$ cat src/rtl/ddrio_align_pkg.sv
// Shared definitions for the x2 DDR I/O alignment sequencer: state encoding,
// default cycle counts and the phase-counter width helper.
package ddrio_align_pkg;

  localparam int unsigned WaitCycDef   = 16;
  localparam int unsigned SettleCycDef = 8;
  localparam int unsigned PulseCycDef  = 2;
  localparam int unsigned GapCycDef    = 4;
  localparam int unsigned PostCycDef   = 4;
  localparam int unsigned CntWDef      = 8;

  typedef enum logic [2:0] {
    StWait    = 3'd0,
    StSettle  = 3'd1,
    StAlignOl = 3'd2,
    StGap     = 3'd3,
    StAlignIl = 3'd4,
    StPost    = 3'd5,
    StDone    = 3'd6
  } align_st_e;

  // One bit of headroom above the largest phase length.
  function automatic int unsigned phase_width(input int unsigned a, input int unsigned b,
                                              input int unsigned c, input int unsigned d,
                                              input int unsigned e);
    int unsigned m;
    m = a;
    if (b > m) m = b;
    if (c > m) m = c;
    if (d > m) m = d;
    if (e > m) m = e;
    return $clog2(m) + 1;
  endfunction

endpackage

$ cat src/rtl/ddrio_tgl_sync.sv
// Level-toggle request crossing: two synchronizer flops, a history flop, and a
// single-cycle event on every edge of the synchronized level.
module ddrio_tgl_sync (
  input  logic clk_i,
  input  logic rst_i,
  input  logic tgl_i,
  output logic evt_o
);

  logic [1:0] sync_q;
  logic       hist_q;

  always_ff @(posedge clk_i or posedge rst_i) begin
    if (rst_i) begin
      sync_q <= 2'b00;
      hist_q <= 1'b0;
    end else begin
      sync_q <= {sync_q[0], tgl_i};
      hist_q <= sync_q[1];
    end
  end

  assign evt_o = sync_q[1] ^ hist_q;

endmodule

$ cat src/rtl/ddrio_align_seq.sv
// Bring-up / re-alignment sequencer for the x2 DDR I/O pair: clock enable,
// ordered output- then input-gearbox align pulses, completion and a run counter.
module ddrio_align_seq
  import ddrio_align_pkg::*;
#(
  parameter int unsigned WAIT_CYC   = WaitCycDef,
  parameter int unsigned SETTLE_CYC = SettleCycDef,
  parameter int unsigned PULSE_CYC  = PulseCycDef,
  parameter int unsigned GAP_CYC    = GapCycDef,
  parameter int unsigned POST_CYC   = PostCycDef,
  parameter int unsigned CNT_W      = CntWDef
) (
  input  logic             geclk_ol_buf_o,
  input  logic             align_rst_ol,
  input  logic             realign_tgl,
  output logic             cken,
  output logic             align_ol,
  output logic             align_il,
  output logic             align_done,
  output logic             busy,
  output logic [CNT_W-1:0] align_cnt
);

  localparam int unsigned PhW = phase_width(WAIT_CYC, SETTLE_CYC, PULSE_CYC, GAP_CYC, POST_CYC);

  if (WAIT_CYC == 0 || SETTLE_CYC == 0 || PULSE_CYC == 0 || GAP_CYC == 0 || POST_CYC == 0 ||
      CNT_W == 0) begin : gen_bad_param
    $error("ddrio_align_seq: all *_CYC parameters and CNT_W must be >= 1");
  end

  align_st_e        state_q, state_d;
  logic [PhW-1:0]   phase_q, phase_d;
  logic [PhW-1:0]   last_ph;
  logic             pend_q, pend_d;
  logic             evt;

  logic             cken_q, align_ol_q, align_il_q, align_done_q, busy_q;
  logic [CNT_W-1:0] align_cnt_q;

  ddrio_tgl_sync u_tgl_sync (
    .clk_i (geclk_ol_buf_o),
    .rst_i (align_rst_ol),
    .tgl_i (realign_tgl),
    .evt_o (evt)
  );

  always_comb begin
    last_ph = '0;
    unique case (state_q)
      StWait:              last_ph = PhW'(WAIT_CYC - 1);
      StSettle:            last_ph = PhW'(SETTLE_CYC - 1);
      StAlignOl, StAlignIl: last_ph = PhW'(PULSE_CYC - 1);
      StGap:               last_ph = PhW'(GAP_CYC - 1);
      StPost:              last_ph = PhW'(POST_CYC - 1);
      default:             last_ph = '0;
    endcase
  end

  always_comb begin
    state_d = state_q;
    pend_d  = pend_q;
    unique case (state_q)
      StWait:    if (phase_q == last_ph) state_d = StSettle;
      StSettle:  if (phase_q == last_ph) state_d = StAlignOl;
      StAlignOl: if (phase_q == last_ph) state_d = StGap;
      StGap:     if (phase_q == last_ph) state_d = StAlignIl;
      StAlignIl: if (phase_q == last_ph) state_d = StPost;
      StPost:    if (phase_q == last_ph) state_d = StDone;
      StDone: begin
        if (evt || pend_q) begin
          state_d = StWait;
          pend_d  = 1'b0;
        end
      end
      default:   state_d = StWait;
    endcase
    // Requests outside DONE are remembered and served once DONE is reached.
    if (evt && state_q != StDone) pend_d = 1'b1;

    if (state_d != state_q)    phase_d = '0;
    else if (state_q == StDone) phase_d = phase_q;
    else                        phase_d = phase_q + 1'b1;
  end

  always_ff @(posedge geclk_ol_buf_o or posedge align_rst_ol) begin
    if (align_rst_ol) begin
      state_q <= StWait;
      phase_q <= '0;
      pend_q  <= 1'b0;
    end else begin
      state_q <= state_d;
      phase_q <= phase_d;
      pend_q  <= pend_d;
    end
  end

  // Outputs are a registered decode of the current state, one cycle behind it.
  always_ff @(posedge geclk_ol_buf_o or posedge align_rst_ol) begin
    if (align_rst_ol) begin
      cken_q       <= 1'b0;
      align_ol_q   <= 1'b0;
      align_il_q   <= 1'b0;
      align_done_q <= 1'b0;
      busy_q       <= 1'b1;
      align_cnt_q  <= '0;
    end else begin
      cken_q       <= (state_q != StWait);
      align_ol_q   <= (state_q == StAlignOl);
      align_il_q   <= (state_q == StAlignIl);
      align_done_q <= (state_q == StDone);
      busy_q       <= (state_q != StDone);
      if (state_q == StDone && !align_done_q && align_cnt_q != '1) begin
        align_cnt_q <= align_cnt_q + 1'b1;
      end
    end
  end

  assign cken       = cken_q;
  assign align_ol   = align_ol_q;
  assign align_il   = align_il_q;
  assign align_done = align_done_q;
  assign busy       = busy_q;
  assign align_cnt  = align_cnt_q;

endmodule

$ cat config.mk
export PLATFORM = sky130hd
export DESIGN_NAME = ddrio_align_seq
export DESIGN_NICKNAME = d
export VERILOG_FILES = /design/src/rtl/ddrio_align_pkg.sv /design/src/rtl/ddrio_tgl_sync.sv /design/src/rtl/ddrio_align_seq.sv
export SDC_FILE = /design/constraint.sdc
export NUM_CORES = 1
export LEC_CHECK = 0
export BUFFER_PORTS_ARGS = -buffer_cell sky130_fd_sc_hd__buf_2
export CORE_MARGIN = 2
export CORE_UTILIZATION = 47
export DETAILED_ROUTE_END_ITERATION = 10
export PLACE_DENSITY_LB_ADDON = 0.2
export SYNTH_ARGS = -nofsm -noshare
export SYNTH_HDL_FRONTEND = slang
export SYNTH_SLANG_ARGS = --single-unit
export TNS_END_PERCENT = 10
$ cat constraint.sdc
create_clock -name geclk_ol_buf_o -period 4.51 [get_ports geclk_ol_buf_o]
set_input_delay 0 -clock geclk_ol_buf_o [delete_from_list [all_inputs] [get_ports geclk_ol_buf_o]]
set_output_delay 0 -clock geclk_ol_buf_o [all_outputs]
set_load 0.05 [all_outputs]
==> impl_metrics.yaml <==
floorplanning:
  io_pins: 16
  dieHeight_um: 56.06
  die_w_um: 56.06
  start_util_pct: 50.50
  die_area_um2: 3143
  core-area_um2: 2522
  rows: 18
synth:
  postSynthAreaPerCell_um2: 10.44
  ys_top_cells_by_area: "dfrtp_1 (47%), xnor2_1 (4.1%), nor2_1 (2.7%)"
  synth_top_area_cell: "dfrtp_1"
  synth_xor_area_share_pct: 6.189
  synth_area_um2: 1274
  syn_inst: 122
  synth_top_family_by_area: "simple AND/OR/NAND/NOR gates"
  synth_fa_ha_area_share_pct: 1.965
  yosys_most_used_dff: "dfrtp_1"
  async_flop_share_pct: 100.0
  synth-edff-count: 0
  ys_ff_latch: 25
  synth.top_cell.area_share_pct: 47.15
  ys_warn_count: 0
  yosysUniqueCellTypes: 40
  synthMuxAreaShare_pct: 1.768
  synth_compound_area_share_pct: 14.64
  synth_simple_gate_area_share_pct: 23.18
  ys_seq_area_share_pct: 49.21
  synth_fp_nets: 127
global_route:
  grt_pass1_vias: 896
  overflow: 0
  grt_pass1_wl_um: 3939
  antenna_found_initial: 0
  grt_max_degree: 26
  grt_usage_pct: 15.47
clock_network:
  ctsHoldBuffers: 2
  clk_pin_slew_ns: 0.14
  root_buffer: "clkbuf_4"
  postCtsResizedCells: 0
  htree_levels: 1
  worst_skew_pair.late_latency_ns: 0.32
  cts_max_path_buffers: 2
  numCtsBuffers: 3
  cts.sinks: 25
  tritoncts: "done"
  post_cts_buffers: 0
placed_design:
  dpl.hpwl_um: 1603
  io_buffers: 15
  gp_congestion: 0.9224
  place_inst: 162
critical_path:
  worst_r2r_path_depth: 4
  crit_arrival_ns: 2.30
  critical-path-top-delay-family: "simple AND/OR/NAND/NOR gates"
  worstPathBufferInverterCount: 0
  cp_cell_sequence: "nand2_1, nor3_1, and2_1, mux2_2"
  r2r_slack_ns: 2.43
  slowest_stage: "dfrtp_1"
  critical_path.endpoint_type: "flop"
  crit_path_start: "state_q[1]"
  reg2reg_from: "state_q[1]"
  crit_type: "flop to flop"
  cp.depth: 4
  cp_max_fo: 15
  crit_required_ns: 4.73
  max_stage_delay_ns: 0.67
  regToRegEndpoint: "align_cnt[1]"
  start_kind: "flop"
timing:
  min_period_ns: 2.079
  clock_skew_ns: 0.001710
  slew_headroom_pct: 40.23
  tightest_slew_ns: 0.8956
  finalSetupTns_ns: 0
  grt_setup_unrepaired: "false"
  final_hold_viol_count: 0
  max_freq_mhz: 480.9
  slew_violations: 0
  min_period_over_period_pct: 46.11
  setup_viol: 0
cells_and_area:
  syn_to_final_growth_pct: 10.90
  drive_above_1_share_pct: 18.12
  final_common_cell: "dfrtp_1"
  fillCellCount: 225
  multiInputGateArea_um2: 608.1
  num-nets-final: 144
  final_cell_mix: "dfrtp_1 (24), buf_2 (15), nor2_1 (9)"
  final_cells: 168
  diodes: 0
  regArea_um2: 626.9
hold_path:
  worstHoldStart: "realign_tgl"
  worstHoldEndpoint: "u_tgl_sync.sync_q[0]"
  min_path_type: "input port to flop"
  min_delay_path_depth: 2
power_and_ir_drop:
  power_leakage_uw: 0.0006720
  power-per-cell-area_nw_per_um2: 239.4
  ir_worst_vdd_uv: 190.2
routing:
  drt-met1-wl_um: 1099
  top_layer_used: "met4"
  ant_nets: 0
  wl_per_cell_um: 13.60
  wl_met2_um: 1074
  routed_wl_um: 2285
  dr_wl_met3_um: 97
  dr.pass1.iters: 4
  route.vias.total: 953
  drt-initial-drc-count: 17
  drc: 0
  vias_per_cell: 5.673
run_status:
  status: "finished clean"
run:
  drv_cap: 0
==> worst max-delay path by stage <==
stage | endpoint | slack [ns]
3_3_place_gp | align_cnt[1] | 2.52
2_1_floorplan | align_cnt[1] | 2.70
6_report | align_cnt[1] | 2.43
4_1_cts | align_cnt[1] | 2.44
5_1_grt | align_cnt[1] | 2.23
3_5_place_dp | align_cnt[1] | 2.46
==> registers in the layout, summed over array words and instances, names as in the netlist <==
register and count:
align_cnt 8, phase_q 5, state_q 3, u_tgl_sync.sync_q 2
align_done 1, align_il 1, align_ol 1, busy 1
cken 1, pend_q 1, u_tgl_sync.hist_q 1
==> cell type report <==
cell class,count,share of cell area (%)
sequential,25,44.38
multi-input combinational,88,43.05
tap,30,2.657
timing repair buffer,17,6.732
clock buffer,3,1.594
clock inverter,1,0.5314
inverter,4,1.063
==> power by group <==
| part | internal [uW] | switching (uW) | total (uW) |
|---|---|---|---|
| Sequential | 226 | 0.602 | 226 |
| Clock | 33.9 | 71.1 | 105 |
| Combinational | 2.34 | 4.68 | 7.02 |
| Total | 262 | 76.4 | 338 |
==> synth_stat cells, types with 2 or more instances <==
| cell | instances |
|---|---|
| dfrtp_1 | 24 |
| nor2_1 | 9 |
| nand2_1 | 8 |
| xnor2_1 | 6 |
| and2_1 | 5 |
| nand3_1 | 5 |
| a21oi_1 | 4 |
| inv_1 | 4 |
| nor3_1 | 4 |
| o21ai_0 | 4 |
| a41oi_1 | 3 |
| and3_1 | 3 |
| clkbuf_1 | 3 |
| nand2b_1 | 3 |
| nand3b_1 | 3 |
| nand4_1 | 3 |
| xor2_1 | 3 |
| a31oi_1 | 2 |
| ha_1 | 2 |
| nor2b_1 | 2 |
| nor3b_1 | 2 |
| or3_1 | 2 |
==> metal layers <==
metal	vias to the layer above	global-route usage (%)
met1	469	21.91
met3	2	3.023
met5	-	0
met2	15	24.20
li1	467	-
met4	0	4.082
==> cell families after synthesis <==
| logic type | Yosys count |
|---|---|
| AO/OA/AOI/OAI | 21 |
| XOR/XNOR | 9 |
| multiplexers | 2 |
| adder cells (fa/ha/maj) | 2 |
| AND/OR/NAND/NOR | 54 |
| buffers and inverters | 9 |
| flip-flops | 25 |
==> through the flow <==
step           hold WS, ns  power, uW  instance area [um^2]  utilization (%)  worst slack (ns)
2_1_floorplan      0.02658      234.3                  1274                -             2.697
5_1_grt             0.3443      350.5                  1413            56.00             2.234
4_1_cts             0.3108      340.7                  1413            56.00             2.437
3_5_place_dp        0.1147      236.5                  1363            54.02             2.456
3_3_place_gp        0.1104      236.5                  1363            54.02             2.519
6_report            0.3336      338.2                  1413            56.00             2.431
Note: power is estimated with default switching activity, not from simulation.
